### src/rtl/spi_reg_ctrl.sv
`default_nettype none
// ============================================================================
// Module   : spi_reg_ctrl
// Purpose  : SPI command sequencer over a 4x8 register bank, with LED drive.
// Revision : 1.0 - initial release
// ============================================================================
module spi_reg_ctrl #(
    parameter int         DIV_SHIFT = 16,
    parameter logic [3:0] STATUS_ID = 4'hA
) (
    input  logic       clk,
    input  logic       rst,
    input  logic       frame_start,
    input  logic       frame_end,
    input  logic       rx_valid,
    input  logic [7:0] rx_byte,
    output logic [7:0] tx_byte,
    output logic       tx_load,
    output logic       led,
    output logic       err
);

    typedef enum logic [2:0] {
        S_IDLE  = 3'd0,
        S_CMD   = 3'd1,
        S_WDATA = 3'd2,
        S_RDATA = 3'd3,
        S_ERR   = 3'd4
    } state_t;

    state_t     state, state_nx;
    logic [1:0] ptr, ptr_nx, ptr_inc;
    logic [7:0] reg0, reg1, reg2;
    logic [2:0] frame_cnt;
    logic [7:0] status;
    logic [7:0] rd_bank [4];
    logic [7:0] tx_nx;
    logic       load_nx;
    logic       wr_en;
    logic       err_set;
    logic       err_clr;
    logic       frame_inc;

    assign status  = {STATUS_ID, frame_cnt, err};
    assign ptr_inc = ptr + 2'd1;

    always_comb begin
        rd_bank[0] = reg0;
        rd_bank[1] = reg1;
        rd_bank[2] = reg2;
        rd_bank[3] = status;
    end

    // Received byte is handled first; frame_start/frame_end then override the state.
    always_comb begin
        state_nx  = state;
        ptr_nx    = ptr;
        tx_nx     = tx_byte;
        load_nx   = 1'b0;
        wr_en     = 1'b0;
        err_set   = 1'b0;
        err_clr   = 1'b0;
        frame_inc = 1'b0;

        if (rx_valid) begin
            case (state)
                S_CMD: begin
                    if (rx_byte[6:2] != 5'd0) begin
                        state_nx = S_ERR;
                        err_set  = 1'b1;
                        tx_nx    = 8'hFF;
                        load_nx  = 1'b1;
                    end else begin
                        ptr_nx = rx_byte[1:0];
                        if (rx_byte[7]) begin
                            state_nx = S_WDATA;
                        end else begin
                            state_nx = S_RDATA;
                            tx_nx    = rd_bank[rx_byte[1:0]];
                            load_nx  = 1'b1;
                        end
                    end
                end
                S_WDATA: begin
                    wr_en   = 1'b1;
                    err_clr = (ptr == 2'd3) && rx_byte[0];
                    ptr_nx  = ptr_inc;
                end
                S_RDATA: begin
                    ptr_nx  = ptr_inc;
                    tx_nx   = rd_bank[ptr_inc];
                    load_nx = 1'b1;
                end
                default: ;
            endcase
        end

        if (frame_start) begin
            if (state != S_IDLE) begin
                err_set = 1'b1;
            end
            state_nx  = S_CMD;
            frame_inc = 1'b1;
            tx_nx     = {STATUS_ID, frame_cnt + 3'd1, err_set | (err & ~err_clr)};
            load_nx   = 1'b1;
        end else if (frame_end) begin
            state_nx = S_IDLE;
        end
    end

    always_ff @(posedge clk) begin
        if (rst) begin
            state <= S_IDLE;
        end else begin
            state <= state_nx;
        end
    end

    always_ff @(posedge clk) begin
        if (rst) begin
            ptr       <= 2'd0;
            tx_byte   <= 8'h00;
            tx_load   <= 1'b0;
            reg0      <= 8'h00;
            reg1      <= 8'h01;
            reg2      <= 8'h00;
            err       <= 1'b0;
            frame_cnt <= 3'd0;
        end else begin
            ptr     <= ptr_nx;
            tx_byte <= tx_nx;
            tx_load <= load_nx;
            if (wr_en) begin
                case (ptr)
                    2'd0:    reg0 <= rx_byte;
                    2'd1:    reg1 <= rx_byte;
                    2'd2:    reg2 <= rx_byte;
                    default: ;
                endcase
            end
            if (err_set) begin
                err <= 1'b1;
            end else if (err_clr) begin
                err <= 1'b0;
            end
            if (frame_inc) begin
                frame_cnt <= frame_cnt + 3'd1;
            end
        end
    end

    logic [DIV_SHIFT-1:0] presc;
    logic [7:0]           blink_cnt;
    logic [7:0]           half_m1;
    logic                 blink_en_q;
    logic                 tick;

    assign tick    = &presc;
    assign half_m1 = (reg1 == 8'd0) ? 8'd0 : reg1 - 8'd1;

    // Equality compare: a half-period lowered below the running count wraps through 255.
    always_ff @(posedge clk) begin
        if (rst) begin
            presc      <= '0;
            blink_cnt  <= 8'd0;
            blink_en_q <= 1'b0;
            led        <= 1'b0;
        end else begin
            presc      <= presc + DIV_SHIFT'(1);
            blink_en_q <= reg0[1];
            if (!reg0[1]) begin
                led <= reg0[0];
            end else if (!blink_en_q) begin
                blink_cnt <= 8'd0;
                led       <= reg0[0];
            end else if (tick) begin
                if (blink_cnt == half_m1) begin
                    blink_cnt <= 8'd0;
                    led       <= ~led;
                end else begin
                    blink_cnt <= blink_cnt + 8'd1;
                end
            end
        end
    end

endmodule
`default_nettype wire

### config.mk
export PLATFORM = sky130hd
export DESIGN_NAME = spi_reg_ctrl
export DESIGN_NICKNAME = d
export VERILOG_FILES = /design/src/rtl/spi_reg_ctrl.sv
export SDC_FILE = /design/constraint.sdc
export NUM_CORES = 1
export LEC_CHECK = 0
export ABC_AREA = 1
export CAP_MARGIN = 20
export CELL_PAD_IN_SITES_DETAIL_PLACEMENT = 1
export CELL_PAD_IN_SITES_GLOBAL_PLACEMENT = 1
export CORE_MARGIN = 3
export CORE_UTILIZATION = 38
export CTS_CLUSTER_DIAMETER = 50
export DETAILED_ROUTE_END_ITERATION = 10
export PLACE_DENSITY = 0.72
export SLEW_MARGIN = 20
export SYNTH_ARGS = -nofsm -noshare
export SYNTH_HDL_FRONTEND = slang
export SYNTH_SLANG_ARGS = --single-unit
### constraint.sdc
create_clock -name clk -period 6.2 [get_ports clk]
set_input_delay 0.93 -clock clk [delete_from_list [all_inputs] [get_ports clk]]
set_output_delay 0.93 -clock clk [all_outputs]
set_load 0.005 [all_outputs]
# Word level (Yosys, flattened, before mapping)
# Cells that the tools add are included.
# totals
regBits,68
inputBits,13
output_inout_bits,11
wordCells,112
# op_classes
n_addsub,5
n_lt_le_gt_ge,2
eq_ne,13
n_mux,45
bitwise,6
reduce_logical,26
# op_table
operator,count
$mux W8,12
$bmux W8 S2,2
$mux W1,26
$add A16 B1 Y16 const B,1
$pmux W8 S2,1
$reduce_and A16 Y1,1
$reduce_and A2 Y1,7
$reduce_bool A3 Y1,4
$reduce_and A3 Y1,3
$add A8 B1 Y8 const B,1
$eq A8 B8 Y1,1
$logic_not A8 Y1,1
$reduce_bool A2 Y1,4
$sub A8 B1 Y8 const B,1
$eq A3 B2 Y1 const B,2
$ge A3 B3 Y1 const B,2
$ne A3 B2 Y1 const B,2
$not A2 Y3,2
$reduce_bool A5 Y1,1
$eq A2 B2 Y1 const B,2
$ne A4 B4 Y1 const B,1
$pmux W2 S2,1
$reduce_or A2 Y1,2
$add A3 B1 Y3 const B,1
other kinds (15),16

# Logic depth before layout (Yosys ltp)
# depth
word_depth,9
ltp_mapped,16
ltp_nobuf,16

# Worst setup path before layout
# No wires, ideal clock.
# synth_timing
path_kind,input to register
from,input port rx_byte[2]
to,register tx_byte[1]
setup_time_ps,133
arrival_ps,2042
required_ps,6067
slack_ps,4025
path_stages,11
path_buffers,0
path_cell_list,or2_1 > nor2_2 > nand2_2 > nor2_4 > inv_2 > o21ai_4 > inv_4 > nor2_8 > inv_1 > nand2_1 > a31oi_1
# synth_between
elab_chain_len,5
elab_cells_between_ends,7
# synth_lines
element,line_no,source
"start, declared",16,"input logic [7:0] rx_byte,"
$reduce_bool A5 Y1 *,68,if (rx_byte[6:2] != 5'd0) begin
$mux W8,68,
$pmux W8 S2,66,case (state)
$mux W8,65,if (rx_valid) begin
$mux W8,98,if (frame_start) begin
"end signal, assigned",131,tx_byte <= tx_nx;
"end, declared",17,"output logic [7:0] tx_byte,"
# Every way passes the cells marked *; elsewhere a longest branch is shown, timed or not. The select of a mux whose other input is x is not followed.
# A chain may end at the register's enable or synchronous reset.

# Worst setup path after layout
# layout_timing
from,register ptr[0]
to,register tx_byte[1]
# layout_between
elab_chain_len,8
# layout_lines
element,line_no,source
"start, declared",32,"logic [1:0] ptr, ptr_nx, ptr_inc;"
"start signal, assigned",130,ptr <= ptr_nx;
$add A2 B1 Y2,45,assign ptr_inc = ptr + 2'd1;
$not A2 Y3 (not written as such),91,tx_nx = rd_bank[ptr_inc];
$bmux W8 S2,91,
$mux W8 (not written as such) (2 in a row),91,
$pmux W8 S2,66,
$mux W8,65,
$mux W8,98,
# Every way passes these cells. The select of a mux whose other input is x is not followed.

==> impl_metrics.json <==
{
  "power_density_nw_per_um2": 218,
  "yosys_most_used_dff": "sky130_fd_sc_hd__dfxtp_1",
  "fin_worst_skew_ns": 0.0102,
  "synthesis.area_um2": 3810,
  "synth.most_common_cell": "sky130_fd_sc_hd__nand2_1",
  "timing.reg2reg.setup_slack_ns": 3.13,
  "slowest_stage": "sky130_fd_sc_hd__dfxtp_1",
  "detail-route-antenna-nets": 0,
  "layout-drive-gt1-share": 0.0690,
  "synth_top_area_cell": "sky130_fd_sc_hd__dfxtp_1",
  "critPathMaxFanout": 20,
  "clkSinkCount": 68,
  "cts_root_buf": "sky130_fd_sc_hd__clkbuf_8",
  "synthesis.nets": 599,
  "setup_repair_after_global_routing_missed_its_margin": "false",
  "timing.final.hold_violations": 0,
  "cp_data_arrival_time_ns": 3.31,
  "power_report.internal_total_w": 0.000701,
  "synth.top_cells.by_count": "sky130_fd_sc_hd__nand2_1, sky130_fd_sc_hd__a21oi_1, sky130_fd_sc_hd__dfxtp_1",
  "fin_setup_tns_ns": 0,
  "netSwitchingFraction": 0.258,
  "n_antenna_cell": 0,
  "grtUsageTotal": 0.212,
  "route.detailed.vias_per_inst": 5.36,
  "post_drt_wl_per_cell_um": 15.8,
  "cp_common_cell": "sky130_fd_sc_hd__nand2_1",
  "max-vdd-ir-drop_uv": 92.7,
  "post_cts_hold_buffer_count": 0,
  "fillers": 1265,
  "number_of_drc_violations_after_detailed_routing": 0,
  "synthDominantCellAreaShare": 0.357,
  "detailedRoute.firstIterationViolations": 157,
  "tightest_slew_ns": 0.925,
  "cp_top_family": "flip-flops",
  "cts_htree_levels": 3,
  "slew_headroom": 0.383,
  "timing.final.max_slew_violations": 0,
  "cts.repair.resized": 0,
  "first_global_vias": 3902,
  "syn-mean-instance-area_um2": 6.61,
  "critPathLaunchType": "register",
  "placedInstanceArea_um2": 4110,
  "number_of_antenna_violations_at_the_first_check_in_global_routing": 0,
  "numPortBuffers": 23,
  "timing.fmax_mhz": 325,
  "cp.required_ns": 6.44,
  "timing.final.crit_period_ns": 3.07,
  "postSynthCellCount": 577,
  "yosys-top-cells-area": "sky130_fd_sc_hd__dfxtp_1, sky130_fd_sc_hd__nand2_1, sky130_fd_sc_hd__a21oi_1",
  "dp.final_hpwl_mm": 8.37,
  "timing.final.crit_share": 0.496,
  "cellLeakagePower_nw": 1.61,
  "core_region_area_um2": 9500,
  "ctsLongestPathBuffers": 2,
  "register_area_um2": 1360,
  "fp-row-count": 35,
  "setup.worst_path.end_class": "register",
  "ys_async_sr_fraction": 0,
  "min-delay-path-class": "reg -> reg",
  "clock_power_share": 0.451,
  "ys_seq_area_frac": 0.357,
  "clk_pin_slew_worst_paths_ns": 0.09,
  "yosys.cell_types.count": 35,
  "wl_mm": 11.4,
  "cts_tree": "yes",
  "post-layout-total-power_w": 0.000944,
  "max_stage_delay_ns": 0.82,
  "area_taken_by_multi_input_logic_gates_um2": 2100,
  "cts_inserted_buffers": 9,
  "wire_length_of_the_first_global_routing_pass_mm": 19.3,
  "power.sequential.fraction": 0.476,
  "pin_count_of_the_biggest_net_entering_global_routing": 38,
  "final_setup_violation_count": 0,
  "drt_first_pass_iters": 4,
  "worstSkewPairLatency_ns": 0.36,
  "die_area_um2": 11300,
  "place.gp.congestion": 0.806,
  "critical_path.cell_chain": "inv_1, ha_1, inv_1, a21oi_1, o21ai_0, o21ai_0, nand2_1, nand2_1, nor2_1, nand2_1, a31oi_1",
  "area_overhead_of_the_layout_relative_to_synthesis_pct": 13.7,
  "synthesis.yosys.warnings": 0,
  "initial_utilization": 0.401,
  "count_of_state_elements_after_synthesis": 68,
  "finish.instance_area_um2": 4330,
  "switching_power_summed_over_all_nets_w": 0.000244,
  "layout.nets": 611,
  "ioPinCount": 24,
  "routed-via-count": 3875,
  "critPathBufInv": 2,
  "status": "complete, no violations",
  "fp.dieH_um": 106,
  "cap_violations": 0,
  "power.combinational.fraction": 0.074,
  "floorplan.die.width_um": 106,
  "critical_setup_path_class": "reg -> reg",
  "synth-edff-count": 0,
  "grt-ovfl-total": 0,
  "post_cts_repair_setup_buffers": 0
}
[per-layer routing]
metal | vias up | part of all wire | global-route usage
li1 | 1936 | - | -
met2 | 53 | 0.51 | 0.368
met3 | 12 | 0.023 | 0.0316
met4 | 0 | 0.014 | 0.0722
met5 | - | 0 | 0
met1 | 1874 | 0.46 | 0.268
[worst reg2reg max path, stage by stage (launching register included)]
cell and delay [ns]:
sky130_fd_sc_hd__dfxtp_1 0.82, sky130_fd_sc_hd__inv_1 0.45, sky130_fd_sc_hd__ha_1 0.65, sky130_fd_sc_hd__inv_1 0.26, sky130_fd_sc_hd__a21oi_1 0.18, sky130_fd_sc_hd__o21ai_0 0.12
sky130_fd_sc_hd__o21ai_0 0.14, sky130_fd_sc_hd__nand2_1 0.07, sky130_fd_sc_hd__nand2_1 0.06, sky130_fd_sc_hd__nor2_1 0.06, sky130_fd_sc_hd__nand2_1 0.07, sky130_fd_sc_hd__a31oi_1 0.07
[logic make-up after synthesis]
kind of cell    synth area share
simple gates               0.311
compound gates             0.194
buf+inv                   0.0923
flops                      0.357
fa+ha+maj                 0.0295
xor+xnor                  0.0161
[layout make-up]
| cell class | instances | share of cell area |
|---|---|---|
| Clock inverter | 7 | 0.0231 |
| Clock buffer | 9 | 0.0286 |
| Sequential cell | 68 | 0.314 |
| Multi-Input combinational cell | 420 | 0.484 |
| Timing Repair Buffer | 24 | 0.0549 |
| Inverter | 66 | 0.0578 |
| Tap cell | 129 | 0.0373 |
[per-stage QoR]
stage / cells / setup slack, ns / util / hold WS (ns)
6_report: 723 / 3.13 / 0.456 / 0.461
5_1_grt: 723 / 2.87 / 0.456 / 0.477
4_1_cts: 723 / 3.18 / 0.456 / 0.466
3_5_place_dp: 707 / 2.95 / 0.432 / 0.444
3_3_place_gp: 707 / 3.06 / 0.432 / 0.430
2_1_floorplan: 577 / 4.03 / - / 0.418
[power groups by stage]
stage / Combinational [W] / Clock (W) / Sequential [W]
6_report: 0.0000697 / 0.000426 / 0.000449
5_1_grt: 0.0000786 / 0.000452 / 0.000450
4_1_cts: 0.0000705 / 0.000437 / 0.000449
3_5_place_dp: 0.0000700 / 0 / 0.000459
3_3_place_gp: 0.0000691 / 0 / 0.000459
2_1_floorplan: 0.0000390 / 0 / 0.000459
[worst paths after layout]
path	depth (start not counted)	from	end
setup / recovery	11	ptr[0]$_SDFFE_PP0P_	tx_byte[1]$_SDFFE_PP0P_
hold / removal	1	presc[0]$_SDFF_PP0_	presc[0]$_SDFF_PP0_
setup reg to reg	11	ptr[0]$_SDFFE_PP0P_	tx_byte[1]$_SDFFE_PP0P_
hold reg to reg	1	presc[0]$_SDFF_PP0_	presc[0]$_SDFF_PP0_
[registers in the layout (all words and copies together) (netlist names)]
register and cells:
tx_load 1, err 1, tx_byte 8, presc 16, blink_en_q 1, reg2 8, state 3, led 1
blink_cnt 8, reg1 8, ptr 2, reg0 8, frame_cnt 3
[layout by cell type, fill, tap and decap left out, drive strengths merged, types with 11 or more instances in the layout]
cell,instances
nand2,126
clkdlybuf4s50,23
nand4,13
o21ai,54
nand3,50
inv,66
a21oi,68
nor3,11
nor2,63
dfxtp,68
Note: power is estimated with default switching activity, not from simulation.
